--- src/rtl/tl_check_pkg.sv ---
// rtl/tl_check_pkg.sv - TileLink opcode, error code and beat-count helpers
package tl_check_pkg;

  typedef enum logic [2:0] {
    A_PUT_FULL    = 3'd0,
    A_PUT_PARTIAL = 3'd1,
    A_ARITH       = 3'd2,
    A_LOGIC       = 3'd3,
    A_GET         = 3'd4,
    A_HINT        = 3'd5
  } a_opcode_e;

  typedef enum logic [2:0] {
    D_ACCESS_ACK      = 3'd0,
    D_ACCESS_ACK_DATA = 3'd1,
    D_HINT_ACK        = 3'd2
  } d_opcode_e;

  typedef enum logic [2:0] {
    ERR_NONE     = 3'd0,
    ERR_A_BUSY   = 3'd1,
    ERR_D_NOREQ  = 3'd2,
    ERR_D_OPCODE = 3'd3,
    ERR_D_SIZE   = 3'd4,
    ERR_WATCHDOG = 3'd5,
    ERR_A_FIELD  = 3'd6
  } err_code_e;

  // D opcode a well-behaved slave must answer a given A opcode with
  function automatic logic [2:0] exp_d_opcode(input logic [2:0] a_opcode);
    case (a_opcode)
      A_PUT_FULL, A_PUT_PARTIAL: return D_ACCESS_ACK;
      A_ARITH, A_LOGIC, A_GET:   return D_ACCESS_ACK_DATA;
      A_HINT:                    return D_HINT_ACK;
      default:                   return D_ACCESS_ACK;
    endcase
  endfunction

  // Beats in a burst: only data-carrying messages larger than the bus span several beats
  function automatic int unsigned num_beats(input logic [2:0] opcode, input int unsigned size,
                                            input logic is_d, input int unsigned beat_lg);
    logic has_data;
    has_data = is_d ? (opcode == D_ACCESS_ACK_DATA) : (opcode <= A_LOGIC);
    if (has_data && (size > beat_lg)) return 32'd1 << (size - beat_lg);
    return 32'd1;
  endfunction

endpackage

--- src/rtl/tl_beat_counter.sv ---
// rtl/tl_beat_counter.sv - per-channel beat counter producing first/last flags
module tl_beat_counter
  import tl_check_pkg::*;
#(
  parameter int SIZE_BITS     = 3,
  parameter int BEAT_BYTES_LG = 3,
  parameter bit IS_D          = 1'b0,
  parameter int CNT_BITS      = 4
) (
  input  logic                 clock,
  input  logic                 reset,
  input  logic                 fire,
  input  logic [2:0]           opcode,
  input  logic [SIZE_BITS-1:0] size,
  output logic                 first,
  output logic                 last,
  output logic [CNT_BITS-1:0]  count
);

  logic [CNT_BITS-1:0] count_q, count_d;
  logic [CNT_BITS-1:0] limit_q, limit_d;
  logic [CNT_BITS-1:0] limit_now;

  // The burst length is fixed at the first beat so a corrupted size mid-burst cannot derail framing
  always_comb begin
    limit_now = CNT_BITS'(num_beats(opcode, 32'(size), IS_D, BEAT_BYTES_LG) - 32'd1);
    first     = (count_q == '0);
    last      = first ? (limit_now == '0) : (count_q == limit_q);
    count_d   = count_q;
    limit_d   = limit_q;
    if (fire) begin
      if (first) limit_d = limit_now;
      count_d = last ? '0 : count_q + 1'b1;
    end
  end

  assign count = count_q;

  // Counter and latched limit state
  always_ff @(posedge clock) begin
    if (reset) begin
      count_q <= '0;
      limit_q <= '0;
    end else begin
      count_q <= count_d;
      limit_q <= limit_d;
    end
  end

endmodule

--- src/rtl/tl_inflight_tracker.sv ---
// rtl/tl_inflight_tracker.sv - passive TileLink A/D request tracker and protocol checker
module tl_inflight_tracker
  import tl_check_pkg::*;
#(
  parameter int SOURCE_BITS   = 4,
  parameter int SIZE_BITS     = 3,
  parameter int BEAT_BYTES_LG = 3,
  parameter int TIMEOUT       = 1024
) (
  input  logic                   clock,
  input  logic                   reset,
  input  logic                   a_valid,
  input  logic                   a_ready,
  input  logic [2:0]             a_opcode,
  input  logic [SIZE_BITS-1:0]   a_size,
  input  logic [SOURCE_BITS-1:0] a_source,
  input  logic                   d_valid,
  input  logic                   d_ready,
  input  logic [2:0]             d_opcode,
  input  logic [SIZE_BITS-1:0]   d_size,
  input  logic [SOURCE_BITS-1:0] d_source,
  output logic                   err_valid,
  output logic [2:0]             err_code,
  output logic                   err_seen,
  output logic [SOURCE_BITS:0]   inflight_count,
  output logic                   busy
);

  localparam int NUM_SRC  = 1 << SOURCE_BITS;
  localparam int MAX_SIZE = (1 << SIZE_BITS) - 1;
  localparam int CNT_BITS = (MAX_SIZE > BEAT_BYTES_LG) ? (MAX_SIZE - BEAT_BYTES_LG) : 1;
  localparam int WD_BITS  = $clog2(TIMEOUT + 1);
  localparam logic [WD_BITS-1:0] WD_LIMIT = WD_BITS'(TIMEOUT);

  logic a_fire, d_fire;
  logic a_first, a_last, d_first, d_last;
  logic [CNT_BITS-1:0] a_beat_unused, d_beat_unused;

  logic [2:0]             a_op_q, a_op_d;
  logic [SIZE_BITS-1:0]   a_size_q, a_size_d;
  logic [SOURCE_BITS-1:0] a_src_q, a_src_d;

  logic [NUM_SRC-1:0]                inflight_q, inflight_d;
  logic [NUM_SRC-1:0][2:0]           exp_op_q, exp_op_d;
  logic [NUM_SRC-1:0][SIZE_BITS-1:0] exp_size_q, exp_size_d;

  logic                 d_noreq_q, d_noreq_d;
  logic [SOURCE_BITS:0] count_q, count_d;
  logic [WD_BITS-1:0]   wd_q, wd_d, wd_next;
  logic                 err_valid_q, err_valid_d;
  logic [2:0]           err_code_q, err_code_d;
  logic                 err_seen_q, err_seen_d;

  logic a_set, d_hit, d_clear, noreq_burst;
  logic e_a_busy, e_d_noreq, e_d_opcode, e_d_size, e_watchdog, e_a_field, any_err;

  assign a_fire = a_valid & a_ready;
  assign d_fire = d_valid & d_ready;

  tl_beat_counter #(
    .SIZE_BITS(SIZE_BITS), .BEAT_BYTES_LG(BEAT_BYTES_LG), .IS_D(1'b0), .CNT_BITS(CNT_BITS)
  ) u_a_beats (
    .clock(clock), .reset(reset), .fire(a_fire), .opcode(a_opcode), .size(a_size),
    .first(a_first), .last(a_last), .count(a_beat_unused)
  );

  tl_beat_counter #(
    .SIZE_BITS(SIZE_BITS), .BEAT_BYTES_LG(BEAT_BYTES_LG), .IS_D(1'b1), .CNT_BITS(CNT_BITS)
  ) u_d_beats (
    .clock(clock), .reset(reset), .fire(d_fire), .opcode(d_opcode), .size(d_size),
    .first(d_first), .last(d_last), .count(d_beat_unused)
  );

  // Protocol checks against pre-cycle state, table/counter updates and error selection
  always_comb begin
    a_op_d     = a_op_q;
    a_size_d   = a_size_q;
    a_src_d    = a_src_q;
    inflight_d = inflight_q;
    exp_op_d   = exp_op_q;
    exp_size_d = exp_size_q;
    d_noreq_d  = d_noreq_q;
    count_d    = count_q;
    wd_d       = wd_q;
    wd_next    = wd_q + 1'b1;

    a_set     = a_fire & a_first;
    e_a_busy  = a_set & inflight_q[a_source];
    e_a_field = a_fire & ~a_first &
                ((a_opcode != a_op_q) | (a_size != a_size_q) | (a_source != a_src_q));

    d_hit      = inflight_q[d_source];
    e_d_noreq  = d_fire & d_first & ~d_hit;
    e_d_opcode = d_fire & d_hit & (d_opcode != exp_op_q[d_source]);
    e_d_size   = d_fire & d_hit & (d_size != exp_size_q[d_source]);

    // A burst that started without a matching request must not retire someone else's entry
    noreq_burst = d_first ? ~d_hit : d_noreq_q;
    d_clear     = d_fire & d_last & ~noreq_burst;
    if (d_fire) d_noreq_d = d_last ? 1'b0 : noreq_burst;

    // Watchdog saturates so it pulses only once per stall
    e_watchdog = 1'b0;
    if (d_fire || (count_q == '0)) begin
      wd_d = '0;
    end else if (wd_q != WD_LIMIT) begin
      wd_d       = wd_next;
      e_watchdog = (wd_next == WD_LIMIT);
    end

    // Clear before set so a same-cycle reissue of the retiring source stays outstanding
    if (d_clear) inflight_d[d_source] = 1'b0;
    if (a_set) begin
      inflight_d[a_source] = 1'b1;
      exp_op_d[a_source]   = exp_d_opcode(a_opcode);
      exp_size_d[a_source] = a_size;
      a_op_d               = a_opcode;
      a_size_d             = a_size;
      a_src_d              = a_source;
    end

    if (a_set && !d_clear)      count_d = count_q + 1'b1;
    else if (!a_set && d_clear) count_d = count_q - 1'b1;

    any_err     = e_a_busy | e_d_noreq | e_d_opcode | e_d_size | e_watchdog | e_a_field;
    err_valid_d = any_err;
    err_seen_d  = err_seen_q | any_err;
    if (e_a_busy)        err_code_d = ERR_A_BUSY;
    else if (e_d_noreq)  err_code_d = ERR_D_NOREQ;
    else if (e_d_opcode) err_code_d = ERR_D_OPCODE;
    else if (e_d_size)   err_code_d = ERR_D_SIZE;
    else if (e_watchdog) err_code_d = ERR_WATCHDOG;
    else if (e_a_field)  err_code_d = ERR_A_FIELD;
    else                 err_code_d = ERR_NONE;
  end

  // All tracker state; reset discards anything still in flight
  always_ff @(posedge clock) begin
    if (reset) begin
      a_op_q      <= '0;
      a_size_q    <= '0;
      a_src_q     <= '0;
      inflight_q  <= '0;
      exp_op_q    <= '0;
      exp_size_q  <= '0;
      d_noreq_q   <= 1'b0;
      count_q     <= '0;
      wd_q        <= '0;
      err_valid_q <= 1'b0;
      err_code_q  <= '0;
      err_seen_q  <= 1'b0;
    end else begin
      a_op_q      <= a_op_d;
      a_size_q    <= a_size_d;
      a_src_q     <= a_src_d;
      inflight_q  <= inflight_d;
      exp_op_q    <= exp_op_d;
      exp_size_q  <= exp_size_d;
      d_noreq_q   <= d_noreq_d;
      count_q     <= count_d;
      wd_q        <= wd_d;
      err_valid_q <= err_valid_d;
      err_code_q  <= err_code_d;
      err_seen_q  <= err_seen_d;
    end
  end

  assign err_valid      = err_valid_q;
  assign err_code       = err_code_q;
  assign err_seen       = err_seen_q;
  assign inflight_count = count_q;
  assign busy           = (count_q != '0);

endmodule

--- config.mk ---
export PLATFORM = sky130hd
export DESIGN_NAME = tl_inflight_tracker
export DESIGN_NICKNAME = d
export VERILOG_FILES = /design/src/rtl/tl_check_pkg.sv /design/src/rtl/tl_beat_counter.sv /design/src/rtl/tl_inflight_tracker.sv
export SDC_FILE = /design/constraint.sdc
export NUM_CORES = 1
export LEC_CHECK = 0
export ABC_AREA = 1
export ABC_CLOCK_PERIOD_IN_PS = 4000
export CORE_ASPECT_RATIO = 2
export CORE_MARGIN = 2
export CORE_UTILIZATION = 25
export DETAILED_ROUTE_END_ITERATION = 12
export MAX_ROUTING_LAYER = met4
export PLACE_DENSITY = 0.52
export SYNTH_ARGS = -nofsm -noshare
export SYNTH_HDL_FRONTEND = slang
export SYNTH_SLANG_ARGS = --single-unit
--- constraint.sdc ---
create_clock -name clock -period 4 [get_ports clock]
set_input_delay 0.4 -clock clock [delete_from_list [all_inputs] [get_ports clock]]
set_output_delay 0.4 -clock clock [all_outputs]
set_load 0.02 [all_outputs]
Word level (Yosys, flattened, before mapping)
Cells that the tools add are included.
{"block": "classes", "add_sub_neg": 9, "n_lt_le_gt_ge": 7, "n_eq_ne": 14, "n_shift": 2, "mux": 42, "bitwise_logic": 27, "n_reduce_logical": 22}
{"cell": "$bwmux W48", "count": 2}
{"cell": "$shl A1 B32 Y4 const A", "count": 2}
{"cell": "$mux W16", "count": 2}
{"cell": "$bmux W3 S4", "count": 2}
{"cell": "$mux W4", "count": 6}
{"cell": "$mux W3", "count": 7}
{"cell": "$and A16 B16 Y16", "count": 1}
{"cell": "$logic_not A4 Y1", "count": 4}
{"cell": "$not A16 Y16", "count": 1}
{"cell": "$or A16 B16 Y16", "count": 1}
{"cell": "$and A1 B1 Y1", "count": 13}
{"cell": "$mux W1", "count": 13}
{"cell": "$demux W3 S4", "count": 1}
{"cell": "$ne A3 B3 Y1", "count": 4}
{"cell": "$add A11 B1 Y11 const B", "count": 1}
{"cell": "$eq A11 B11 Y1 const B", "count": 1}
{"cell": "$ne A11 B11 Y1 const B", "count": 1}
{"cell": "$lt A4 B5 Y1 const B", "count": 2}
{"cell": "$mux W5", "count": 2}
{"cell": "$add A4 B1 Y4 const B", "count": 2}
{"cell": "$bmux W1 S4", "count": 2}
{"cell": "$demux W1 S4", "count": 2}
{"cell": "$eq A4 B4 Y1", "count": 2}
{"cell": "$ge A4 B1 Y1 const B", "count": 2}
{"cell": "24 further kinds", "count": 47}
{"block": "totals", "reg_bits": 160, "input_bits": 26, "output_inout_bits": 11, "elab_cells": 171}

Logic depth before layout (Yosys ltp)
Gate-level depths: netlist of the first run.
{"block": "logic_depth", "word_depth": 12, "mapped_depth": 23, "mapped_depth_nobuf": 22}

By module
Synthesis of the first run repeated with hierarchy kept, for this count alone.
{"block": "unflattened", "cells_unflattened": 1141, "hier_area_um2": 7688.6}
{"module": "tl_inflight_tracker", "n_inst": 1, "cells_per_inst": 955, "area_each_um2": 6396.1, "seq_area_each_um2": 2562.5}
{"module": "tl_beat_counter (u_d_beats)", "n_inst": 1, "cells_per_inst": 92, "area_each_um2": 656.9, "seq_area_each_um2": 160.2}
{"module": "tl_beat_counter (u_a_beats)", "n_inst": 1, "cells_per_inst": 94, "area_each_um2": 635.6, "seq_area_each_um2": 160.2}

Worst setup path after synthesis of the first run
No wires, ideal clock.
{"block": "synth_timing", "path_type": "input-to-reg", "startpoint": "input port d_size[0]", "endpoint": "register count_q[4] (netlist: inflight_count[4])", "setup_ns": 0.119, "arrival_time_ns": 3.460, "required_ns": 3.881, "setup_slack_ns": 0.421, "path_stages": 23, "n_path_buf": 1, "path_cell_list": "ha_1 > ha_1 > nand3b_1 > nor3_4 > nand2_2 > inv_1 > ha_1 > inv_1 > nand4_1 > nand3_1 > o21ai_2 > buf_6 > nand3_1 > ha_1 > inv_1 > ha_1 > a21o_1 > a21oi_1 > nor2_1 > nor2_1 > nand2_1 > o21ai_0 > a21oi_1"}
{"block": "synth_via", "elab_chain_cells": 12, "elab_cells_between_ends": 17, "classes_between": "add/sub (2); order compare (1); shift (1); mux (5); bitwise (2); reduce/logical (6)"}
{"element": "start: declaration", "line": "tl_inflight_tracker.sv:20", "source": "input logic [SIZE_BITS-1:0] d_size,"}
{"element": "$sub A3 B2 Y4 or $gt A3 B2 Y1 (tied branches)", "line": "tl_check_pkg.sv:44", "source": "if (has_data && (size > beat_lg)) return 32'd1 << (size - beat_lg);"}
{"element": "$shl A1 B32 Y4 or $logic_and A1 B1 Y1 (tied branches)", "line": "tl_check_pkg.sv:44"}
{"element": "$mux W4 or $mux W1 (tied branches)", "line": "tl_check_pkg.sv:44"}
{"element": "$mux W4 *", "line": "tl_check_pkg.sv:45", "source": "return 32'd1;"}
{"element": "$sub A4 B1 Y4 *", "line": "tl_beat_counter.sv:26", "source": "limit_now = CNT_BITS'(num_beats(opcode, 32'(size), IS_D, BEAT_BYTES_LG) - 32'd1);"}
{"element": "named net u_d_beats.limit_now[0]", "line": "tl_beat_counter.sv:22", "source": "logic [CNT_BITS-1:0] limit_now;"}
{"element": "$logic_not A4 Y1 *", "line": "tl_beat_counter.sv:28", "source": "last = first ? (limit_now == '0) : (count_q == limit_q);"}
{"element": "$mux W1 *", "line": "tl_beat_counter.sv:28"}
{"element": "$and A1 B1 Y1 * (2 in series)", "line": "tl_inflight_tracker.sv:99", "source": "d_clear = d_fire & d_last & ~noreq_burst;"}
{"element": "$logic_not A1 Y1", "line": "tl_inflight_tracker.sv:122", "source": "if (a_set && !d_clear) count_d = count_q + 1'b1;"}
{"element": "$logic_and A1 B1 Y1", "line": "tl_inflight_tracker.sv:122"}
{"element": "$mux W5 or $reduce_bool A2 Y1 (tied branches)"}
{"element": "end signal: assignment", "line": "tl_inflight_tracker.sv:160", "source": "count_q <= count_d;"}
{"element": "end: declaration", "line": "tl_inflight_tracker.sv:48", "source": "logic [SOURCE_BITS:0] count_q, count_d;"}
The timed path passes the listed nets; every way through them passes the cells marked *.
A chain may end at the register's enable or synchronous reset.

Worst setup path in the final report of the first run
{"block": "layout_timing", "startpoint": "input port d_size[1]", "endpoint": "register count_q[4] (netlist: inflight_count[4])"}
The elaborated chain is that of the path after synthesis.

==> results of run 1 <==
power breakdown:
group / internal (mW) / switching [mW]
registers: 1.47 / 0.0286
logic: 0.152 / 0.271
clock network: 1.03 / 0.642
state kept, by name, indices dropped and copies added (netlist names):
signal	flops
a_src_q	4
a_op_q	3
err_code	3
u_d_beats.limit_q	4
a_size_q	3
exp_op_q	32
u_a_beats.limit_q	4
exp_size_q	48
d_noreq_q	1
inflight_q	16
err_seen	1
err_valid	1
u_a_beats.count	4
inflight_count	5
u_d_beats.count	4
wd_q	11
cell type report:
cell class                 instances  area, sq um  share of cell area
clock inverter                     9          133              0.0146
tap                              368          460              0.0508
multi-input combinational        817         4000               0.442
clock buffer                      22          474              0.0523
sequential                       144         2880               0.318
timing repair buffer              59          541              0.0596
inverter                         152          571              0.0629
logic make-up after synthesis:
| family | after synthesis |
|---|---|
| and+or+nand+nor | 519 |
| AOI/OAI and AO/OA | 257 |
| buffers and inverters | 200 |
| DFF | 144 |
| adders and majority gates | 21 |
| xor gates and xnor gates | 20 |
worst max-delay path, delay by kind of cell:
kind,cells,cell delay (ns)
adders and majority gates,5,1.04
and+or+nand+nor,9,0.97
AOI/OAI and AO/OA,5,0.72
buffers and inverters,4,0.68
stage by stage:
stage | worst slack [ns] | power (mW) | hold slack, ns | cells
after global placement | 0.127 | 1.95 | 0.432 | 1540
after global routing | 0.0584 | 3.73 | 0.459 | 1571
after floorplan | 0.421 | 1.80 | 0.424 | 1161
after CTS | 0.498 | 3.63 | 0.444 | 1571
after detailed placement | 0.0439 | 1.96 | 0.434 | 1540
final | 0.483 | 3.59 | 0.443 | 1571
layout by cell type (no fill, tap or decap), types with 3 or more instances in the layout:
cell / n
sky130_fd_sc_hd__a21oi_1: 124
sky130_fd_sc_hd__nand3_1: 31
sky130_fd_sc_hd__nand4_1: 37
sky130_fd_sc_hd__or2_2: 3
sky130_fd_sc_hd__ha_1: 20
sky130_fd_sc_hd__clkbuf_8: 3
sky130_fd_sc_hd__nor3_2: 3
sky130_fd_sc_hd__nor3_1: 6
sky130_fd_sc_hd__nand2_1: 322
sky130_fd_sc_hd__bufinv_16: 3
sky130_fd_sc_hd__xnor2_1: 10
sky130_fd_sc_hd__inv_1: 144
sky130_fd_sc_hd__o211ai_1: 3
sky130_fd_sc_hd__xor2_1: 10
sky130_fd_sc_hd__o21ai_0: 117
sky130_fd_sc_hd__nor2_1: 94
sky130_fd_sc_hd__clkinvlp_4: 5
sky130_fd_sc_hd__nor2_2: 8
sky130_fd_sc_hd__inv_2: 6
sky130_fd_sc_hd__clkdlybuf4s50_1: 35
sky130_fd_sc_hd__o21bai_1: 3
sky130_fd_sc_hd__dfxtp_1: 144
sky130_fd_sc_hd__buf_4: 22
sky130_fd_sc_hd__clkbuf_16: 17
per-layer routing:
metal  wire length [microns]  GRT usage  vias to the layer above
met2                   13200      0.295                      137
met3                     552     0.0231                       40
li1                        -          -                     3787
met1                    8870      0.149                     3354
met4                    1060     0.0779                        0
met5                       0          -                        -
final timing paths:
| check | start | end | cells after the start |
|---|---|---|---|
| worst max-delay path | d_size[1] | inflight_count[4] | 23 |
| worst min-delay path | exp_size_q[6] | exp_size_q[6] | 2 |
| worst max register to register | u_d_beats.count[0] | inflight_count[4] | 17 |
| worst min register to register | exp_size_q[6] | exp_size_q[6] | 2 |
==> flow_summary.yaml, run 1 <==
global_routing:
  track_usage: 0.155
  first_global_vias: 7048
  pin_count_of_the_biggest_net_entering_global_routing: 58
  grt_overflow_total: 0
  grt_first_pass_wirelength_microns: 37300
  antenna_found_initial: 0
logic_synthesis:
  synth-edff-count: 0
  mappedNetlistArea_sq_mm: 0.00769
  synth-seq-area-share: 0.375
  synth_compound_area_frac: 0.174
  yosys_warnings: 0
  mux_share_of_post_synthesis_cell_area: 0
  post_synth_main_area_contributors: "sky130_fd_sc_hd__dfxtp_1 37%, sky130_fd_sc_hd__nand2_1 16%, sky130_fd_sc_hd__a21oi_1 8.1%"
  area_share_of_xor_xnor_cells_in_the_synthesized_design: 0.0228
  synthesis.area_per_instance_sq_um: 6.63
  synth.most_common_cell: "sky130_fd_sc_hd__nand2_1"
  syn_nets: 1208
  synth_top_area_frac: 0.375
  async_flop_share: 0
  synth_ff_type: "sky130_fd_sc_hd__dfxtp_1"
  largest_family_of_logic_cells_by_synthesized_area: "simple AND/OR/NAND/NOR gates"
  synth_top_area_cell: "sky130_fd_sc_hd__dfxtp_1"
  netlist_top_cells_count: "322 x sky130_fd_sc_hd__nand2_1, 145 x sky130_fd_sc_hd__inv_1, 144 x sky130_fd_sc_hd__dfxtp_1"
  adder_cell_fraction_of_synth_area: 0.0351
  post_synth_and_or_nand_nor_area_fraction: 0.288
  synth.distinct_cells: 42
  synth.ff_latch_count: 144
  syn_inst: 1161
clock_tree:
  clockBufferDepth: 2
  cts-htree-levels: 4
  clk_latency_ns: 0.44
  tritoncts_clock_tree: "built"
  worst_setup_hold_path_clk_slew_ns: 0.06
  cts_hold_repair.buffers: 0
  cts_sinks: 144
  cts.repair_timing.setup_buffer_count: 0
  cts.repair.resized: 0
  ctsRootBufferMaster: "sky130_fd_sc_hd__clkbuf_16"
  cts_made_buffers: 17
critical_path:
  crit_arrival_ns: 3.84
  data_required_time_of_the_critical_path_ns: 4.32
  worst_setup_path_start_kind: "input pin"
  critical_path.most_common_cell: "sky130_fd_sc_hd__ha_1"
  cpPeakStageDelay_ns: 0.44
  criticalPathCategory: "in2reg"
  cp-end-kind: "flip-flop"
  timing.critical_path.cells: "clkdlybuf4s50_1 > ha_1 > ha_1 > nand3b_1 > nor3_4 > nand2_2 > inv_1 > ha_1 > inv_1 > nand4_1 > nand3_1 > o21ai_2 > nand3_1 > ha_1 > inv_1 > ha_1 > a21o_1 > a21oi_1 > nor2_1 > nor2_1 > nand2_1 > o21ai_0 > a21oi_1"
  minimum_setup_slack_among_reg_to_reg_paths_ns: 1.18
  critical-path-slowest-cell: "sky130_fd_sc_hd__clkdlybuf4s50_1"
  critPathMaxFanout: 4
sta:
  grt_setup_unrepaired: "no"
  timing_worst_slew_pin_value_ns: 0.839
  finalCritPeriodShare: 0.879
  finalClockSkew_ns: 0.00642
  setup_viol: 0
  timing.final.max_slew_violations: 0
  slew_headroom: 0.440
  finalHoldViolCount: 0
  fmaxAchievable_mhz: 284
  timing.setup.tns_ns: 0
  tmin_final_ns: 3.52
placement:
  port_buffers: 36
  globalplace.congestion: 0.860
  post_placement_cell_area_sq_mm: 0.00846
  dpl.hpwl_microns: 17700
drt:
  avgRoutedWirePerCell_microns: 15.1
  residual_drc_count: 0
  finalWirelength_microns: 23700
  avgViaCountPerCell: 4.66
  antenna_violating_nets_post_route: 0
  initialDrtViolationCount: 447
  route.vias.total: 7318
  number_of_search_and_repair_iterations_in_the_first_detailed_routing_pass: 5
layout:
  fin_area_sq_mm: 0.00906
  post_route_cells_drive_above_1_share: 0.0707
  final_core_utilization: 0.300
  layout-area-overhead-vs-synth_pct: 17.8
  antenna-diode-count: 0
  layout.filler_cells: 3345
  final_net_count: 1238
floorplan:
  initial_core_util: 0.255
  die_height_microns: 252
  die_width_microns: 128
  design.core.area_sq_mm: 0.0302
  fp.dieArea_sq_mm: 0.0323
  pin_count: 37
  num_rows: 90
hold_path:
  min_path_type: "reg2reg"
pwr:
  power.static_leakage_nw: 3.69
  vdd_drop_max_mv: 0.206
  cellPowerDensity_mw_per_mm2: 396
status:
  outcome: "complete, no violations"
flow_run:
  maxCapViolations: 0
(Power assumes the default switching activity.)
==> run 2, diff against run 1 <==
ABC_CLOCK_PERIOD_IN_PS = 2800   (was 4000)
PLACE_DENSITY = 0.53   (was 0.52)
clock period = 2.8 ns   (was 4 ns; I/O delays follow)
==> run 2 against run 1 <==
Combinational power grew 62%. Final area grew 6.7%. Clock power grew 56%. Wire length grew 1.9%. Hold slack is essentially flat. Setup slack lost 0.45 ns. Final cell count grew 3.6%. Power grew 51%. Global-route usage grew 0.47 points. Via count grew 2.3%.
==> flow_summary.yaml, run 2 (same netlist as run 1, synthesis figures left out) <==
status:
  outcome: "complete, no violations"
sta:
  timing.final.max_slew_violations: 0
  setup_viol: 0
  fmaxAchievable_mhz: 362
  tmin_final_ns: 2.77
  grt_setup_unrepaired: "yes"
  finalCritPeriodShare: 0.988
  finalHoldViolCount: 0
  finalClockSkew_ns: 0.0158
  timing_worst_slew_pin_value_ns: 0.611
  slew_headroom: 0.589
  timing.setup.tns_ns: 0
critical_path:
  data_required_time_of_the_critical_path_ns: 3.13
  crit_arrival_ns: 3.10
  critical-path-slowest-cell: "sky130_fd_sc_hd__fa_2"
  critPathMaxFanout: 3
  cpPeakStageDelay_ns: 0.33
  critical_path_buf_inv_count: 3
  worst_setup_path_start_kind: "input pin"
  timing.critical_path.cells: "buf_6 > ha_4 > ha_4 > nand3b_1 > nor3_4 > nand2_2 > buf_4 > nor2_4 > nand2_2 > nor2_4 > o21ai_4 > nand3_2 > ha_4 > inv_4 > fa_2 > a21o_1 > a21oi_2 > nor2_1 > nor2_1 > nand2_1 > o21ai_1 > a21oi_1"
  criticalPathCategory: "in2reg"
  cp-end-kind: "flip-flop"
  critical_path.most_common_cell: "sky130_fd_sc_hd__ha_4"
  gate_family_responsible_for_the_most_delay_along_the_worst_path: "simple AND/OR/NAND/NOR gates"
drt:
  number_of_search_and_repair_iterations_in_the_first_detailed_routing_pass: 5
  residual_drc_count: 0
  avgRoutedWirePerCell_microns: 14.9
  route.vias.total: 7484
  avgViaCountPerCell: 4.60
  antenna_violating_nets_post_route: 0
  initialDrtViolationCount: 536
  finalWirelength_microns: 24200
floorplan:
  initial_core_util: 0.255
  die_height_microns: 252
  die_width_microns: 128
  design.core.area_sq_mm: 0.0302
  pin_count: 37
  fp.dieArea_sq_mm: 0.0323
  num_rows: 90
global_routing:
  pin_count_of_the_biggest_net_entering_global_routing: 51
  first_global_vias: 7162
  grt_first_pass_wirelength_microns: 38100
  grt_overflow_total: 0
  track_usage: 0.160
  antenna_found_initial: 1
layout:
  layout.filler_cells: 3316
  post_route_cells_drive_above_1_share: 0.131
  layout-area-overhead-vs-synth_pct: 25.8
  register_with_the_most_flip_flops: "exp_size_q"
  fin_area_sq_mm: 0.00968
  sequential_cell_area_sq_mm: 0.00288
  final_cell_mix: "318 x sky130_fd_sc_hd__nand2_1, 144 x sky130_fd_sc_hd__dfxtp_1, 141 x sky130_fd_sc_hd__inv_1, 123 x sky130_fd_sc_hd__a21oi_1, 113 x sky130_fd_sc_hd__o21ai_0"
  final_net_count: 1293
  multi_input_comb_area_sq_mm: 0.00414
  largest_registers: "exp_size_q x48, exp_op_q x32, inflight_q x16"
  most_common_library_cell_in_the_layout_ignoring_fill_and_taps: "sky130_fd_sc_hd__nand2_1"
  largest_register_ff_count: 48
clock_tree:
  clockBufferDepth: 2
  cts-htree-levels: 4
  tritoncts_clock_tree: "built"
  worst_setup_hold_path_clk_slew_ns: 0.06
  ctsRootBufferMaster: "sky130_fd_sc_hd__clkbuf_16"
  cts_hold_repair.buffers: 0
  cts_sinks: 144
  clk_latency_ns: 0.45
  cts_made_buffers: 17
pwr:
  cellPowerDensity_mw_per_mm2: 562
  vdd_drop_max_mv: 0.413
  p_total_mw: 5.44
  power.static_leakage_nw: 4.01
placement:
  dpl.hpwl_microns: 18000
  post_placement_cell_area_sq_mm: 0.00884
  globalplace.congestion: 0.850
  port_buffers: 36
hold_path:
  min_path_type: "reg2reg"
flow_run:
  maxCapViolations: 0
[run 2: metrics by stage]
step / hold slack (ns) / cells / utilization / setup slack, ns
global route: 0.459 / 1628 / 0.321 / -0.207
floorplan: 0.424 / 1161 / - / -0.407
CTS: 0.444 / 1628 / 0.320 / -0.0224
finish: 0.443 / 1628 / 0.321 / 0.0350
global placement: 0.430 / 1580 / 0.293 / -0.881
detailed placement: 0.434 / 1580 / 0.293 / -0.932
[run 2: what timing repair did]
action	in CTS	in global routing
buffers inserted	16	1
pin swaps	22	15
endpoints found under the setup margin	4	4
resized for setup	21	8
[run 2: cell type report]
| type | instances | area share |
|---|---|---|
| timing repair buffer | 114 | 0.0981 |
| clock inverter | 9 | 0.0184 |
| tap | 368 | 0.0476 |
| clock buffer | 23 | 0.0504 |
| inverter | 152 | 0.0592 |
| sequential | 144 | 0.298 |
| multi-input combinational | 817 | 0.428 |
| antenna | 1 | 0.000259 |
[run 2: where the power goes]
group          total, mW  internal [mW]  switching [mW]  leakage (nW)
sequential          2.15           2.10          0.0426          1.17
combinational      0.687          0.278           0.409          2.52
clock               2.61           1.68           0.930         0.327
total               5.44           4.06            1.38          4.01
[run 2: worst paths after layout]
kind | start | end | slack [ns] | depth (start not counted)
worst max-delay path | d_size[1] | inflight_count[4] | 0.03 | 22
worst min-delay path | exp_op_q[4] | exp_op_q[4] | 0.44 | 2
worst max register to register | u_d_beats.count[1] | inflight_count[4] | 0.19 | 17
worst min register to register | exp_op_q[4] | exp_op_q[4] | 0.44 | 2
[run 2: metal layers]
layer  track usage  vias to the layer above  part of all wire
met4        0.0976                        0             0.053
met1         0.152                     3420              0.37
met5             -                        -                 0
met2         0.297                      122              0.56
li1              -                     3893                 -
met3        0.0225                       49             0.022
[run 2: worst min-delay path, stage by stage (launching register included)]
cell                      delay (ns)
sky130_fd_sc_hd__dfxtp_1        0.31
sky130_fd_sc_hd__inv_1          0.05
sky130_fd_sc_hd__a21oi_1        0.05
